`src/rtl/md_hazard_ctrl.sv`:
```
// Stall controller for the 5-stage core: load-use, ID-stage branch operand and MD-busy hazards,
// plus the IDLE/BUSY/DONE sequencer that times the multi-cycle multiply/divide unit.
module md_hazard_ctrl #(
    parameter int MULT_CYCLES = 5,
    parameter int DIV_CYCLES  = 10,
    parameter int CNT_W       = 4
) (
    input  logic        clk,
    input  logic        reset,
    input  logic [31:0] Instr_ID,
    input  logic [31:0] Instr_EX,
    input  logic [31:0] Instr_M,
    input  logic        ID_use_rs,
    input  logic        ID_use_rt,
    input  logic        ID_branch,
    input  logic        ID_md,
    input  logic        EX_cal_r,
    input  logic        EX_cal_i,
    input  logic        EX_load,
    input  logic        M_load,
    input  logic [1:0]  md_op_EX,
    output logic        stall,
    output logic        flush_ID_EX,
    output logic        md_start,
    output logic        md_busy,
    output logic        hilo_we,
    output logic [1:0]  stall_cause,
    output logic [31:0] stall_cnt
);

    typedef enum logic [1:0] {IDLE, BUSY, DONE} state_t;

    localparam logic [CNT_W-1:0] MULT_LD = CNT_W'(MULT_CYCLES);
    localparam logic [CNT_W-1:0] DIV_LD  = CNT_W'(DIV_CYCLES);
    localparam logic [31:0]      CNT_MAX = 32'hFFFF_FFFF;

    state_t             state_q, state_d;
    logic [CNT_W-1:0]   cnt_q, cnt_d;
    logic [31:0]        stall_cnt_q, stall_cnt_d;

    logic [4:0] rs_id, rt_id, ex_dst, m_dst;
    logic       ex_writes, ex_hit, m_hit;
    logic       hz_load, hz_br, hz_md, md_req;

    // Instruction fields not involved in hazard detection.
    logic unused_fields;
    assign unused_fields = ^{Instr_ID[31:26], Instr_ID[15:0], Instr_EX[31:26], Instr_EX[10:0],
                             Instr_M[31:21], Instr_M[15:0]};

    assign rs_id     = Instr_ID[25:21];
    assign rt_id     = Instr_ID[20:16];
    assign ex_writes = EX_cal_r | EX_cal_i | EX_load;
    assign ex_dst    = EX_cal_r ? Instr_EX[15:11] : ((EX_cal_i | EX_load) ? Instr_EX[20:16] : 5'd0);
    assign m_dst     = M_load ? Instr_M[20:16] : 5'd0;

    assign ex_hit = (ID_use_rs && rs_id == ex_dst) || (ID_use_rt && rt_id == ex_dst);
    assign m_hit  = (ID_use_rs && rs_id == m_dst)  || (ID_use_rt && rt_id == m_dst);

    assign hz_load = EX_load && (ex_dst != 5'd0) && ex_hit;
    assign hz_br   = ID_branch && (((ex_dst != 5'd0) && ex_writes && ex_hit) ||
                                   ((m_dst != 5'd0) && m_hit));
    assign hz_md   = ID_md && (md_busy || md_start);

    assign md_req  = (md_op_EX == 2'b01) || (md_op_EX == 2'b10);

    always_comb begin
        state_d  = state_q;
        cnt_d    = cnt_q;
        md_start = 1'b0;
        md_busy  = 1'b0;
        hilo_we  = 1'b0;
        case (state_q)
            IDLE: begin
                if (md_req && reset) begin
                    md_start = 1'b1;
                    cnt_d    = (md_op_EX == 2'b10) ? DIV_LD : MULT_LD;
                    state_d  = BUSY;
                end
            end
            BUSY: begin
                md_busy = 1'b1;
                cnt_d   = cnt_q - 1'b1;
                if (cnt_q <= 1) begin
                    state_d = DONE;
                end
            end
            DONE: begin
                // A back-to-back MD op may launch in the same cycle the previous result retires.
                hilo_we = 1'b1;
                if (md_req && reset) begin
                    md_start = 1'b1;
                    cnt_d    = (md_op_EX == 2'b10) ? DIV_LD : MULT_LD;
                    state_d  = BUSY;
                end else begin
                    state_d = IDLE;
                end
            end
            default: state_d = IDLE;
        endcase
    end

    always_comb begin
        stall       = hz_load | hz_br | hz_md;
        flush_ID_EX = stall;
        if (hz_load) begin
            stall_cause = 2'b01;
        end else if (hz_br) begin
            stall_cause = 2'b10;
        end else if (hz_md) begin
            stall_cause = 2'b11;
        end else begin
            stall_cause = 2'b00;
        end
        stall_cnt_d = (stall && stall_cnt_q != CNT_MAX) ? stall_cnt_q + 32'd1 : stall_cnt_q;
    end

    always_ff @(posedge clk) begin
        if (!reset) begin
            state_q     <= IDLE;
            cnt_q       <= '0;
            stall_cnt_q <= '0;
        end else begin
            state_q     <= state_d;
            cnt_q       <= cnt_d;
            stall_cnt_q <= stall_cnt_d;
        end
    end

    assign stall_cnt = stall_cnt_q;

endmodule

```
`config.mk`:
```
export PLATFORM = sky130hd
export DESIGN_NAME = md_hazard_ctrl
export DESIGN_NICKNAME = d
export VERILOG_FILES = /design/src/rtl/md_hazard_ctrl.sv
export SDC_FILE = /design/constraint.sdc
export NUM_CORES = 1
export LEC_CHECK = 0
export CAP_MARGIN = 20
export CORE_ASPECT_RATIO = 1.75
export CORE_UTILIZATION = 41
export CTS_CLUSTER_SIZE = 12
export DETAILED_ROUTE_END_ITERATION = 12
export GPL_ROUTABILITY_DRIVEN = 0
export PLACE_DENSITY = 0.89
export SETUP_SLACK_MARGIN = 0.1
export SLEW_MARGIN = 20
export SYNTH_ARGS = -nofsm -noshare
export SYNTH_HDL_FRONTEND = slang
export SYNTH_SLANG_ARGS = --single-unit
export TNS_END_PERCENT = 5
```
`constraint.sdc`:
```
create_clock -name clk -period 4.54 [get_ports clk]
set_input_delay 0.454 -clock clk [delete_from_list [all_inputs] [get_ports clk]]
set_output_delay 0.454 -clock clk [all_outputs]
set_load 0.05 [all_outputs]
```
==> run_results.csv, run 1 <==
group,metric,value,unit
yosys,synth.yosys.seq_area_share,30.55,%
floorplanning,initial_core_util,42.35,%
finish,stdcell_count,465,
timing,hold_viol_final,0,
timing,worstMarginPinSlew,0.9528,ns
clock_tree,cts_tree,"built",
global_route,grt_pass1_wl,10.96,mm
finish,antennaDiodeCount,0,
floorplanning,core_area,5879,um^2
finish,design_area,3388,um^2
floorplanning,pin_count,147,
global_route,grt_pass1_vias,2561,
clock_tree,cts-root-buf,"clkbuf_8",
placed_design,port-buffer-count,75,
yosys,syn_inst,319,
finish,final_util,57.63,%
yosys,ys_async_sr_fraction,0,%
placed_design,dpl-instance-area,3293,um^2
clock_tree,cts_max_path_buffers,2,
critical_path,start_kind,"input pin",
yosys,synth-warning-count,0,
timing,fin_crit,4.087,ns
clock_tree,clock_latency,0.30,ns
critical_path,reg2reg_slack,1.60,ns
yosys,syn_area_per_cell,7.805,um^2
clock_tree,post_cts_buffers,0,
route,wl_per_cell,15.20,um
finish,final_nets,498,
status,status,"complete, no violations",
yosys,synth_seq_cells,38,
route,drt_iter0_drc,101,
route,vias_per_cell,5.738,
critical_path,path_cells,"clkdlybuf4s50_1, nor2b_1, a22oi_4, xnor2_1, nor4_2, a32oi_1, nor2b_1, o21ai_0, a21oi_1, clkdlybuf4s50_1",
global_route,globalRouteTotalUtil,22.76,%
route,firstDrtPassIters,4,
global_route,grt_start_max_net_pins,31,
route,routed_wl,7.069,mm
critical_path,cp_slowest_cell,"clkdlybuf4s50_1",
route,ant_nets,0,
yosys,ys.flop_type,"dfxtp_1",
floorplanning,die_h,105.1,um
pwr,powerDensity,240.3,nW/um^2
finish,final_cell_mix,"73 x clkdlybuf4s50_1, 38 x dfxtp_1, 32 x a21oi_1",
clock_tree,cts.sinks,38,
finish,layout_commonest_cell,"clkdlybuf4s50_1",
floorplanning,die-area,6401,um^2
placed_design,hpwl,5.311,mm
worst_hold_path,hold_start,"stall_cnt[22]",
worst_hold_path,hp-class,"reg2reg",
finish,area_growth,36.08,%
timing,finalSetupTns,0,ns
critical_path,cp.required,4.09,ns
clock_tree,holdBufCountCts,0,
critical_path,worst-path-max-fanout,10,
route,drc,0,
critical_path,rr_startpoint,"stall_cnt[3]",
global_route,overflow,0,
yosys,netlist_area,2490,um^2
timing,fmax,0.2447,GHz
timing,slew_headroom,36.41,%
timing,maxSlewViolCount,0,
run,maxCapViolations,0,
timing,grt_setup_unrepaired,"no",
floorplanning,rows,37,
floorplanning,die_w,60.91,um
pwr,leakage,1.150,nW
critical_path,worst-endpoint-arrival,3.63,ns
finish,drive_above_1_share,6.977,%
worst_hold_path,holdPathStages,2,
clock_tree,ctsHtreeMaxLevel,2,
critical_path,cp-end-kind,"output port",
worst_hold_path,hold_end,"stall_cnt[22]",
yosys,ys_types,50,
timing,finClkSkew,0.009396,ns
global_route,antenna_found_initial,0,
route,via_count,2668,
clock_tree,numCtsBuffers,5,
critical_path,critPathMaxStageDelay,0.82,ns
yosys,synth_edf_count,0,
critical_path,r2r_cells,8,
clock_tree,clk_pin_slew,0.08,ns
placed_design,place_inst,457,
timing,period_share,90.02,%
critical_path,timing.rr.end,"stall_cnt[13]",
yosys,syn_nets,431,
critical_path,criticalPathCategory,"in2out",
pwr,peakVddDrop,0.0001981,V
clock_tree,cts_resized,0,
timing,setup_viol,0,
==> worst max-delay path: cells and delay by family <==
family | cells | cell delay [ns]
xor+xnor | 1 | 0.11
compound gates | 4 | 0.78
buf+inv | 2 | 1.59
simple gates | 3 | 0.68
==> metal layers <==
metal,up-vias,GRT usage [%],share of wire [%]
li1,1326,-,-
met1,1236,19.60,35
met2,92,43.64,55
met3,14,7.054,8.0
met4,0,10.71,2.7
met5,-,0,0
==> synth_stat cells, drive strengths merged (5+ instances only) <==
master / instances / area share, %
a21oi: 32 / 6.4
a22oi: 6 / 3.3
and3: 12 / 3.0
buf: 6 / 1.6
clkbuf: 15 / 2.3
dfxtp: 38 / 31
inv: 12 / 1.8
mux2i: 5 / 2.0
nand2: 21 / 3.2
nand2b: 8 / 2.0
nand3: 10 / 2.0
nand4: 21 / 5.3
nor2: 10 / 1.6
nor2b: 7 / 1.8
nor4: 5 / 1.5
o21ai: 30 / 6.0
or3: 22 / 5.5
xnor2: 13 / 4.6
==> layout make-up <==
class	count	area [um^2]
inverters	12	45.04
flip-flops and latches	38	760.7
well taps	78	97.59
clock buffers	6	82.58
clock inverters	2	12.51
multi-input cells	248	1599
repair buffers	81	790.8
fillers	546	2491
==> sequential cells by signal, indices dropped and copies added (netlist names) <==
name       flops
cnt_q          4
state_q        2
stall_cnt     32
==> logic make-up after synthesis <==
family	share of synthesized area (%)
buffers and inverters	5.678
AO/OA/AOI/OAI	21.96
adder cells (fa/ha/maj)	2.010
AND/OR/NAND/NOR	32.51
multiplexers	2.010
XOR/XNOR	5.277
flip-flops	30.55
==> where the power goes <==
part	total [mW]	internal [mW]	switching [mW]
clock network	0.249	0.122	0.127
logic	0.213	0.0925	0.120
registers	0.352	0.342	0.0103
==> how the worst max path moves through the flow <==
stage                        start              to  slack [ns]
final                     EX_cal_r  stall_cause[1]        0.45
after global routing      EX_cal_r  stall_cause[1]        0.23
after CTS                 EX_cal_r  stall_cause[1]        0.47
after detailed placement  EX_cal_r  stall_cause[1]        0.49
after global placement    EX_cal_r  stall_cause[1]        0.56
after floorplan           EX_cal_i           stall        1.33
==> metrics by stage <==
stage	total power [mW]	hold slack, ns	setup slack [ns]
floorplan	0.4911	0.4854	1.328
global placement	0.5631	0.4624	0.5606
detailed placement	0.5721	0.4851	0.4918
CTS	0.8197	0.4977	0.4699
global route	0.8508	0.5199	0.2320
finish	0.8141	0.4897	0.4531
(Power assumes the default switching activity.)
==> inputs of run 2 (changes only) <==
Settings changed: CORE_ASPECT_RATIO 1.75 to 1.1, HOLD_SLACK_MARGIN set to 0.05, PLACE_DENSITY 0.89 to 0.86.
==> run 2 against run 1 <==
Sequential share of layout area grew 0.25 points. Clock skew is 0.0040 ns lower. Setup slack better by 0.045 ns. Via count down 0.79%. Largest cell class unchanged. First-iteration DRC count fell by 16%. Clock power fell by 14%. Worst hold slack lost 0.0058 ns. Critical path depth is the same. Register-to-register slack hardly changed. Sequential power is essentially flat. Clock-buffer cell count up 1.
==> run_results.csv, run 2 (same netlist as run 1, synthesis figures left out) <==
group,metric,value,unit
critical_path,cp.required,4.09,ns
global_route,grt_pass1_vias,2509,
route,firstDrtPassIters,4,
route,ant_nets,0,
critical_path,worst-path-buf-inv,2,
route,vias_per_cell,5.754,
finish,final_nets,495,
timing,period_share,89.02,%
global_route,antenna_found_initial,0,
timing,finalSetupTns,0,ns
critical_path,cp-end-kind,"output port",
route,via_count,2647,
floorplanning,die_h,83.73,um
timing,worstMarginPinSlew,0.9642,ns
floorplanning,core_area,5806,um^2
critical_path,path_cells,"clkdlybuf4s50_1, nor2b_1, a22oi_1, xor2_1, and2_0, a32oi_1, nor2b_1, o21ai_0, a21o_1, clkdlybuf4s50_1",
placed_design,port-buffer-count,75,
finish,largest_register_ffs,32,
timing,slew_headroom,35.65,%
pwr,p_int,537.2,uW
placed_design,dpl-instance-area,3274,um^2
pwr,pwr-share-clk,27.6,%
finish,design_area,3351,um^2
placed_design,hpwl,4.759,mm
floorplanning,pin_count,147,
critical_path,criticalPathCategory,"in2out",
clock_tree,post_cts_buffers,0,
clock_tree,clock_latency,0.28,ns
worst_hold_path,hp-class,"reg2reg",
timing,setup_viol,0,
timing,fin_crit,4.042,ns
global_route,grtUsageMet1,23.43,%
clock_tree,clk_pin_slew,0.07,ns
clock_tree,cts-root-buf,"clkbuf_8",
global_route,grt-busiest-layer,"met2",
timing,grt_setup_unrepaired,"no",
critical_path,worst-path-max-fanout,10,
floorplanning,die-area,6389,um^2
placed_design,post-place-ws,0.4890,ns
pwr,leakage,1.125,nW
run,maxCapViolations,0,
status,status,"complete, no violations",
finish,drive_above_1_share,4.961,%
clock_tree,ctsHtreeMaxLevel,2,
pwr,p_sw_share,30.42,%
floorplanning,die_w,76.30,um
floorplanning,rows,29,
timing,fmax,0.2474,GHz
finish,area_growth,34.57,%
critical_path,cp_slowest_cell,"clkdlybuf4s50_1",
pwr,combPwrFrac,26.7,%
clock_tree,cts_tree,"built",
timing,hold_viol_final,0,
clock_tree,numCtsBuffers,5,
timing,setup_ws,0.4984,ns
clock_tree,cts_resized,0,
floorplanning,initial_core_util,42.89,%
pwr,peakVddDrop,0.0001945,V
critical_path,start_kind,"input pin",
clock_tree,cts.sinks,38,
timing,maxSlewViolCount,0,
pwr,power.share.sequential,45.6,%
global_route,grt_start_max_net_pins,61,
pwr,p_switching,234.8,uW
pwr,powerDensity,230.4,nW/um^2
finish,layout_commonest_cell,"clkdlybuf4s50_1",
clock_tree,holdBufCountCts,0,
critical_path,critPathMaxStageDelay,0.80,ns
pwr,total_power,772.1,uW
route,drc,0,
finish,antennaDiodeCount,0,
finish,final_cell_mix,"75 x clkdlybuf4s50_1, 38 x dfxtp_1, 32 x a21oi_1",
clock_tree,cts_max_path_buffers,2,
global_route,overflow,0,
global_route,grt_pass1_wl,10.99,mm
route,drt_iter0_drc,85,
global_route,met2_usage,38.90,%
critical_path,crit_family,"buffers and inverters",
timing,finClkSkew,0.005437,ns
global_route,grt_util_met3,3.825,%
route,wl_per_cell,14.44,um
critical_path,worst-endpoint-arrival,3.59,ns
global_route,globalRouteTotalUtil,20.65,%
route,routed_wl,6.642,mm
[run 2: changes by cell type in the layout (fill, tap and decap cells not counted)]
cell,change
buf_4,-5
clkbuf_1,+2
clkbuf_8,-1
clkdlybuf4s50_1,+2
clkinv_2,-1
clkinvlp_4,-1
[run 2: per-stage QoR]
step	util, %	instances	hold slack [ns]
2_1_floorplan	-	319	0.4854
3_3_place_gp	56.40	453	0.4661
3_5_place_dp	56.40	453	0.4770
4_1_cts	57.72	460	0.4866
5_1_grt	57.72	460	0.5195
6_report	57.72	460	0.4839
[run 2: power by group through the flow]
stage               Combinational (mW)  Clock, mW  Sequential [mW]
finish                           0.206      0.213            0.352
detailed placement               0.205          0            0.359
CTS                              0.207      0.219            0.352
global placement                 0.199          0            0.359
global route                     0.223      0.235            0.353
floorplan                        0.129          0            0.362
[run 2: final cells by class]
type                       count  area, um^2
multi-input combinational    248        1599
clock buffer                   7       76.32
inverter                      12       45.04
sequential                    38       760.7
fill                         534        2455
tap                           77       96.34
timing repair buffer          78       773.2
[run 2: worst paths after layout]
check	slack, ns	cells past startpoint	to	from
min reg2reg	0.48	2	stall_cnt[22]	stall_cnt[22]
max reg2reg	1.60	8	stall_cnt[0]	stall_cnt[3]
min	0.48	2	stall_cnt[22]	stall_cnt[22]
max	0.50	10	stall_cause[0]	EX_cal_r
[run 2: layer usage]
| layer | share of wire (%) | routed length, um |
|---|---|---|
| met5 | 0 | 0 |
| met4 | 0.68 | 45 |
| met3 | 5.9 | 393 |
| met2 | 52 | 3460 |
| met1 | 41 | 2743 |
[run 2: worst min-delay path: cells and delay by family, from the launching register on]
kind             cells  cell delay (ns)
AND/OR/NAND/NOR      1             0.06
flip-flops           1             0.33
multiplexers         1             0.05
==> inputs of run 3 (changes only) <==
--- a/constraint.sdc
+++ b/constraint.sdc
@@ -3,2 +3,2 @@
 set_output_delay 0.454 -clock clk [all_outputs]
-set_load 0.05 [all_outputs]
+set_load 0.005 [all_outputs]
==> results of run 3 <==
The final DEF is identical to that of run 2. Status: complete, no violations.
Main changes from that run: setup slack after placement 0.4890 ns -> 0.7899 ns; setup slack after layout 0.4984 ns -> 0.8002 ns; total power 0.7721 mW -> 0.7428 mW; worst IR drop on VDD 0.0001945 V -> 0.0001942 V
